[config.mk]
export PLATFORM = sky130hd
export DESIGN_NAME = host_cmd_deframer
export DESIGN_NICKNAME = d
export VERILOG_FILES = /design/src/rtl/host_cmd_deframer_pkg.sv /design/src/rtl/host_frame_checksum.sv /design/src/rtl/host_cmd_deframer.sv
export SDC_FILE = /design/constraint.sdc
export NUM_CORES = 1
export LEC_CHECK = 0
export ABC_CLOCK_PERIOD_IN_PS = 15110
export CORE_ASPECT_RATIO = 0.9
export CORE_UTILIZATION = 35
export CTS_BUF_LIST = sky130_fd_sc_hd__clkbuf_8
export DETAILED_ROUTE_END_ITERATION = 7
export SLEW_MARGIN = 10
export SYNTH_ARGS = -nofsm -noshare
export SYNTH_HDL_FRONTEND = slang
export SYNTH_SLANG_ARGS = --single-unit
[constraint.sdc]
create_clock -name clk -period 15.11 [get_ports clk]
set_input_delay 2.2665 -clock clk [delete_from_list [all_inputs] [get_ports clk]]
set_output_delay 2.2665 -clock clk [all_outputs]
set_load 0.05 [all_outputs]
[src/rtl/host_cmd_deframer_pkg.sv]
// Shared types for the host command deframer: parser states, status codes
// and the broadcast destination value.
package host_cmd_deframer_pkg;

  typedef enum logic [3:0] {
    ST_DEST,
    ST_CMD,
    ST_LEN_HI,
    ST_LEN_LO,
    ST_DATA,
    ST_CSUM_HI,
    ST_CSUM_LO,
    ST_DONE,
    ST_DRAIN
  } state_t;

  typedef enum logic [1:0] {
    STATUS_OK   = 2'd0,
    STATUS_CSUM = 2'd1,
    STATUS_DEST = 2'd2,
    STATUS_LEN  = 2'd3
  } status_t;

  localparam logic [7:0] BROADCAST_DEST = 8'hFF;
  localparam int LEN_W = 24;
  // Drain has to count length+2 words, hence one bit wider than the length.
  localparam int CNT_W = 25;

endpackage

[src/rtl/host_frame_checksum.sv]
// 32-bit running sum of zero-extended payload words, compared against the
// checksum received at the end of the frame.
module host_frame_checksum #(
  parameter int host_width = 16
) (
  input  logic                  clk,
  input  logic                  reset,
  input  logic                  clear,
  input  logic                  accumulate,
  input  logic [host_width-1:0] word,
  input  logic [31:0]           expected,
  output logic                  match
);

  logic [31:0] acc;
  logic [31:0] word_ext;

  assign word_ext = 32'(word);

  always_ff @(posedge clk or posedge reset) begin
    if (reset) begin
      acc <= '0;
    end else if (clear) begin
      acc <= '0;
    end else if (accumulate) begin
      acc <= acc + word_ext;
    end
  end

  assign match = (acc == expected);

endmodule

[src/rtl/host_cmd_deframer.sv]
// Host command stream parser: routes payload words to one or all slots,
// verifies the frame checksum and keeps per-frame status counters.
module host_cmd_deframer
  import host_cmd_deframer_pkg::*;
#(
  parameter int         host_width     = 16,
  parameter int         num_slots      = 4,
  parameter int         max_length     = 1024,
  parameter logic [7:0] broadcast_dest = BROADCAST_DEST
) (
  input  logic                  clk,
  input  logic                  reset,
  input  logic [host_width-1:0] in_data,
  input  logic                  in_enable,
  output logic                  in_ready,
  output logic [host_width-1:0] out_data,
  output logic                  out_enable,
  input  logic                  out_ready,
  output logic [num_slots-1:0]  out_slot_mask,
  output logic [7:0]            out_command,
  output logic                  out_first,
  output logic                  out_last,
  output logic                  status_valid,
  output logic [1:0]            status_code,
  output logic [15:0]           frames_ok,
  output logic [15:0]           frames_err
);

  state_t           state, state_nxt;
  status_t          code;
  logic             over;
  logic             forwarding;
  logic             accept;
  logic             csum_match;
  logic [LEN_W-1:0] length;
  logic [LEN_W-1:0] len_full;
  logic             len_too_big;
  logic [CNT_W-1:0] remaining;
  logic [15:0]      csum_hi, csum_lo;

  function automatic logic [num_slots-1:0] decode_dest(input logic [7:0] dest);
    if (dest == broadcast_dest) return '1;
    if (int'(dest) < num_slots) return num_slots'(1) << dest;
    return '0;
  endfunction

  function automatic logic [15:0] sat_inc(input logic [15:0] v);
    return (v == 16'hFFFF) ? v : v + 16'd1;
  endfunction

  // A zero mask marks a bad destination: its payload is consumed but never forwarded.
  assign forwarding  = (out_slot_mask != '0);
  assign accept      = in_enable && in_ready;
  assign len_full    = {length[23:16], in_data[15:0]};
  assign len_too_big = (32'(len_full) > 32'(max_length));
  assign out_data    = in_data;
  assign status_code = code;

  always_comb begin
    state_nxt    = state;
    in_ready     = 1'b0;
    out_enable   = 1'b0;
    out_first    = 1'b0;
    out_last     = 1'b0;
    status_valid = 1'b0;
    code         = STATUS_OK;
    case (state)
      ST_DEST:    begin in_ready = 1'b1; if (in_enable) state_nxt = ST_CMD; end
      ST_CMD:     begin in_ready = 1'b1; if (in_enable) state_nxt = ST_LEN_HI; end
      ST_LEN_HI:  begin in_ready = 1'b1; if (in_enable) state_nxt = ST_LEN_LO; end
      ST_LEN_LO: begin
        in_ready = 1'b1;
        if (in_enable) begin
          if (len_too_big)             state_nxt = ST_DRAIN;
          else if (len_full == '0)     state_nxt = ST_CSUM_HI;
          else                         state_nxt = ST_DATA;
        end
      end
      ST_DATA: begin
        in_ready   = forwarding ? out_ready : 1'b1;
        out_enable = forwarding && in_enable;
        out_first  = (remaining == {1'b0, length});
        out_last   = (remaining == CNT_W'(1));
        if (in_enable && in_ready && remaining == CNT_W'(1)) state_nxt = ST_CSUM_HI;
      end
      ST_CSUM_HI: begin in_ready = 1'b1; if (in_enable) state_nxt = ST_CSUM_LO; end
      ST_CSUM_LO: begin in_ready = 1'b1; if (in_enable) state_nxt = ST_DONE; end
      ST_DONE: begin
        status_valid = 1'b1;
        if (over)             code = STATUS_LEN;
        else if (!forwarding) code = STATUS_DEST;
        else if (!csum_match) code = STATUS_CSUM;
        else                  code = STATUS_OK;
        state_nxt = ST_DEST;
      end
      ST_DRAIN: begin
        in_ready = 1'b1;
        if (in_enable && remaining == CNT_W'(1)) state_nxt = ST_DONE;
      end
      default: state_nxt = ST_DEST;
    endcase
    if (reset) in_ready = 1'b0;
  end

  always_ff @(posedge clk or posedge reset) begin
    if (reset) begin
      state         <= ST_DEST;
      out_slot_mask <= '0;
      out_command   <= '0;
      over          <= 1'b0;
      length        <= '0;
      remaining     <= '0;
      csum_hi       <= '0;
      csum_lo       <= '0;
      frames_ok     <= '0;
      frames_err    <= '0;
    end else begin
      state <= state_nxt;
      if (accept) begin
        case (state)
          ST_DEST: begin
            out_slot_mask <= decode_dest(in_data[7:0]);
            over          <= 1'b0;
          end
          ST_CMD:    out_command    <= in_data[7:0];
          ST_LEN_HI: length[23:16]  <= in_data[7:0];
          ST_LEN_LO: begin
            length[15:0] <= in_data[15:0];
            over         <= len_too_big;
            remaining    <= len_too_big ? {1'b0, len_full} + CNT_W'(2) : {1'b0, len_full};
          end
          ST_DATA, ST_DRAIN: remaining <= remaining - CNT_W'(1);
          ST_CSUM_HI: csum_hi <= in_data[15:0];
          ST_CSUM_LO: csum_lo <= in_data[15:0];
          default: ;
        endcase
      end
      if (state == ST_DONE) begin
        if (code == STATUS_OK) frames_ok  <= sat_inc(frames_ok);
        else                   frames_err <= sat_inc(frames_err);
      end
    end
  end

  host_frame_checksum #(.host_width(host_width)) u_checksum (
    .clk        (clk),
    .reset      (reset),
    .clear      (accept && state == ST_LEN_LO),
    .accumulate (accept && state == ST_DATA),
    .word       (in_data),
    .expected   ({csum_hi, csum_lo}),
    .match      (csum_match)
  );

endmodule
==> results.md <==
- Status: completed
- EDFF count, synth: 0
- Synth Instances: between 1,000 and 1,500
- Resized cells post-CTS: 0
- Seq/Total Area, Yosys: 0.421
- Port Buffer Count: 86
- CP delay by family, top: buffers and inverters
- Critical path class: in2out
- Skew final: between 0.015 and 0.02 ns
- Iteration count of the initial detailed-routing pass: 5
- Worst setup margin: approximately 8.7 ns
- Post-Route WL: ~26,000 um
- Worst EP arrival: slightly above 4 ns
- CP Cell Sequence: clkdlybuf4s50_1, clkdlybuf4s50_1
- Switching pwr: 746 uW
- Seq pwr share: 0.411
- Syn Nets: ~1,100
- Non-Filler Instances: 1,430
- All-Layer GR Usage: 0.193
- GP Congestion: 0.888
- Sum of negative setup slack: 0 ns
- Synth Cell Area: a little under 10,000 sq um
- Placed instance count: approximately 1,400
- Largest net degree at the start of global routing: approximately 110
- Cell taking the most area after synthesis: dfrtp_1
- Nature of the critical path endpoint: primary output
- Drt initial violations: slightly below 700
- Core area: 27,000 sq um
- Worst setup SP type: input port
- Peak VDD IR: 0.0000722 V
- Drt drc: 0
- Comb pwr share: 0.394
- DR vias: approximately 7,700
- Ports: 87
- # setup viols final: 0
- Share of cells above drive strength 1: 0.102
- H-tree levels: 4
- Worst slew pin tran: around 1.1 ns
- Via density: around 5.4
- Die Ht: between 150 and 200 um
- Postcts setup bufs: 0
- Final period util: 0.422
- Clock power frac: 0.195
- Commonest non-fill, non-tap cell in the layout: dfrtp_1
- P&R area growth vs syn: 14.6%
- Initial antenna violation count: 0
- CP bufs+invs: 2
- Pleak: between 4 and 5 nW
- Post-synth top area share: 0.421
- Die area: 28,200 sq um
- Peak Freq: approximately 0.16 GHz
- Rel. slew slack: 0.298
- Most frequent cells in the layout: 162 x dfrtp_1, 130 x nand2_1, 86 x clkdlybuf4s50_1
- Synth top area cells: dfrtp_1 42%, xnor2_1 6.9%, mux2_2 6.0%
- Post-layout util: 0.408
- Yosys warnings: 0
- CTS Buffer Depth: 2
- Max cap viols: 0
- Synth async-reset ratio: 1.00
- Synthesis-stage register bit count: about 160
- Number of CTS-inserted buffers: 17
- CP max FO: 17
- Fillers: 2,695
- Unrepaired setup endpoints after global routing: false
- Routed Antenna Nets: 0
- Inserted Diodes: 0
- Syn avg cell area: approximately 9.4 sq um
- First-pass GRT wire length: about 42,000 um
- Slowest cell on crit path: clkdlybuf4s50_1
- Net Sw Frac: 0.426
- Top_reg_cell synth: dfrtp_1
- Total power per unit cell area: around 160 nW/um^2
- Sinks on the clock net: ~160
- Grt total ovfl: 0
- Reg clk slew, reported paths: 0.09 ns
- Die Wd: around 180 um
- Critical Path RT: around 13 ns
- Hold Violations, Final: 0
- Average wire per cell in the routed design: 18.4 um
- Slew Limit Fails: 0
- Slowest stage delay, CP: a little over 0.9 ns
- Pre-CTS setup slack: 8.75 ns
- Cell variety after synth: between 70 and 80
- Fin crit period: 6.38 ns
- Vias in the first global route: 7,252
- Cell mode on critical path: clkdlybuf4s50_1
- Initial core utilization: 0.356
- CTS tree: built
- # hold bufs at CTS: 0
- Detail Placement HPWL: 19,000 um
- Clock latency on the worst-skew pair: 0.47 ns
- Row cnt: between 50 and 60
- Hold crit path type: reg2reg
- Int Pwr: approximately 1.0 mW
- Root Buffer: clkbuf_8
- Nets@finish: roughly 1,100
[layout make-up]
type	count	area [sq um]	area share
Multi-Input combinational cell	772	5150	0.467
Timing Repair Buffer	92	906	0.0821
Clock buffer	17	234	0.0212
Clock inverter	15	174	0.0158
Sequential cell	162	4050	0.367
Tap cell	354	443	0.0401
Inverter	18	72.6	0.00658
[power groups by stage]
stage,logic (mW),clock network [mW],registers [mW]
after detailed placement,0.687,0,0.727
final,0.690,0.341,0.720
after floorplan,0.512,0,0.701
after CTS,0.689,0.346,0.718
after global placement,0.680,0,0.725
after global routing,0.759,0.366,0.739
[worst reg2reg max path, delay by kind of cell (launching register included)]
| family | cells | cell delay (ns) |
|---|---|---|
| AND/OR/NAND/NOR | 3 | 1.95 |
| flip-flops | 1 | 0.60 |
| AO/OA/AOI/OAI | 3 | 0.95 |
[worst paths after layout]
| check | end | slack [ns] | depth (start not counted) | from |
|---|---|---|---|---|
| max | out_data[1] | 8.73 | 2 | in_data[1] |
| min | frames_err[11]$_DFFE_PP0P_ | 0.50 | 1 | frames_err[11]$_DFFE_PP0P_ |
| max reg2reg | remaining[12]$_DFFE_PP0P_ | 11.46 | 6 | state[0]$_DFFE_PP0P_ |
| min reg2reg | frames_err[11]$_DFFE_PP0P_ | 0.50 | 1 | frames_err[11]$_DFFE_PP0P_ |
| max in group asynchronous | u_checksum.acc[17]$_DFFE_PP0P_ | 11.29 | 3 | reset |
| min in group asynchronous | state[1]$_DFFE_PP0P_ | 2.42 | 2 | reset |
[routing by layer]
| layer | GRT usage | up-vias | part of all wire |
|---|---|---|---|
| met3 | 0.0382 | 20 | 0.057 |
| met2 | 0.285 | 213 | 0.44 |
| met5 | 0 | - | 0 |
| met1 | 0.284 | 3787 | 0.49 |
| met4 | 0.0513 | 0 | 0.012 |
| li1 | - | 3713 | - |
[registers in the layout, summed over array words and instances (netlist names), 8 cells and up]
register / count
length: 24
frames_err: 16
u_checksum.acc: 32
remaining: 25
csum_hi: 16
out_command: 8
csum_lo: 16
frames_ok: 16
[metrics by stage]
stage	hold WS, ns	area [sq um]	power [mW]
after CTS	0.496	11000	1.75
after floorplan	0.463	9630	1.21
after detailed placement	0.483	10600	1.41
after global placement	0.474	10600	1.40
final	0.496	11000	1.75
after global routing	0.508	11000	1.87
[cells by family (layout without fill, tap and decap cells)]
kind of cell             after synthesis  after routing  synth area share
AND/OR/NAND/NOR                      387            387             0.204
AO/OA/AOI/OAI                        186            186             0.126
adder cells (fa/ha/maj)               22             22            0.0294
buffers and inverters                 90            142            0.0443
flip-flops                           162            162             0.421
multiplexers                          54             54            0.0629
XOR/XNOR                             123            123             0.112
[cells in the mapped netlist, types with 22 or more instances]
cell / instances
dfrtp_1: 162
nand2_1: 130
xnor2_1: 76
nor2_1: 59
mux2_2: 51
o21ai_0: 50
a21oi_1: 49
xor2_1: 47
clkbuf_1: 37
nor3_1: 34
nand4_1: 32
nand3_1: 31
nor4_1: 22
Power figures use the tool's default switching activity.
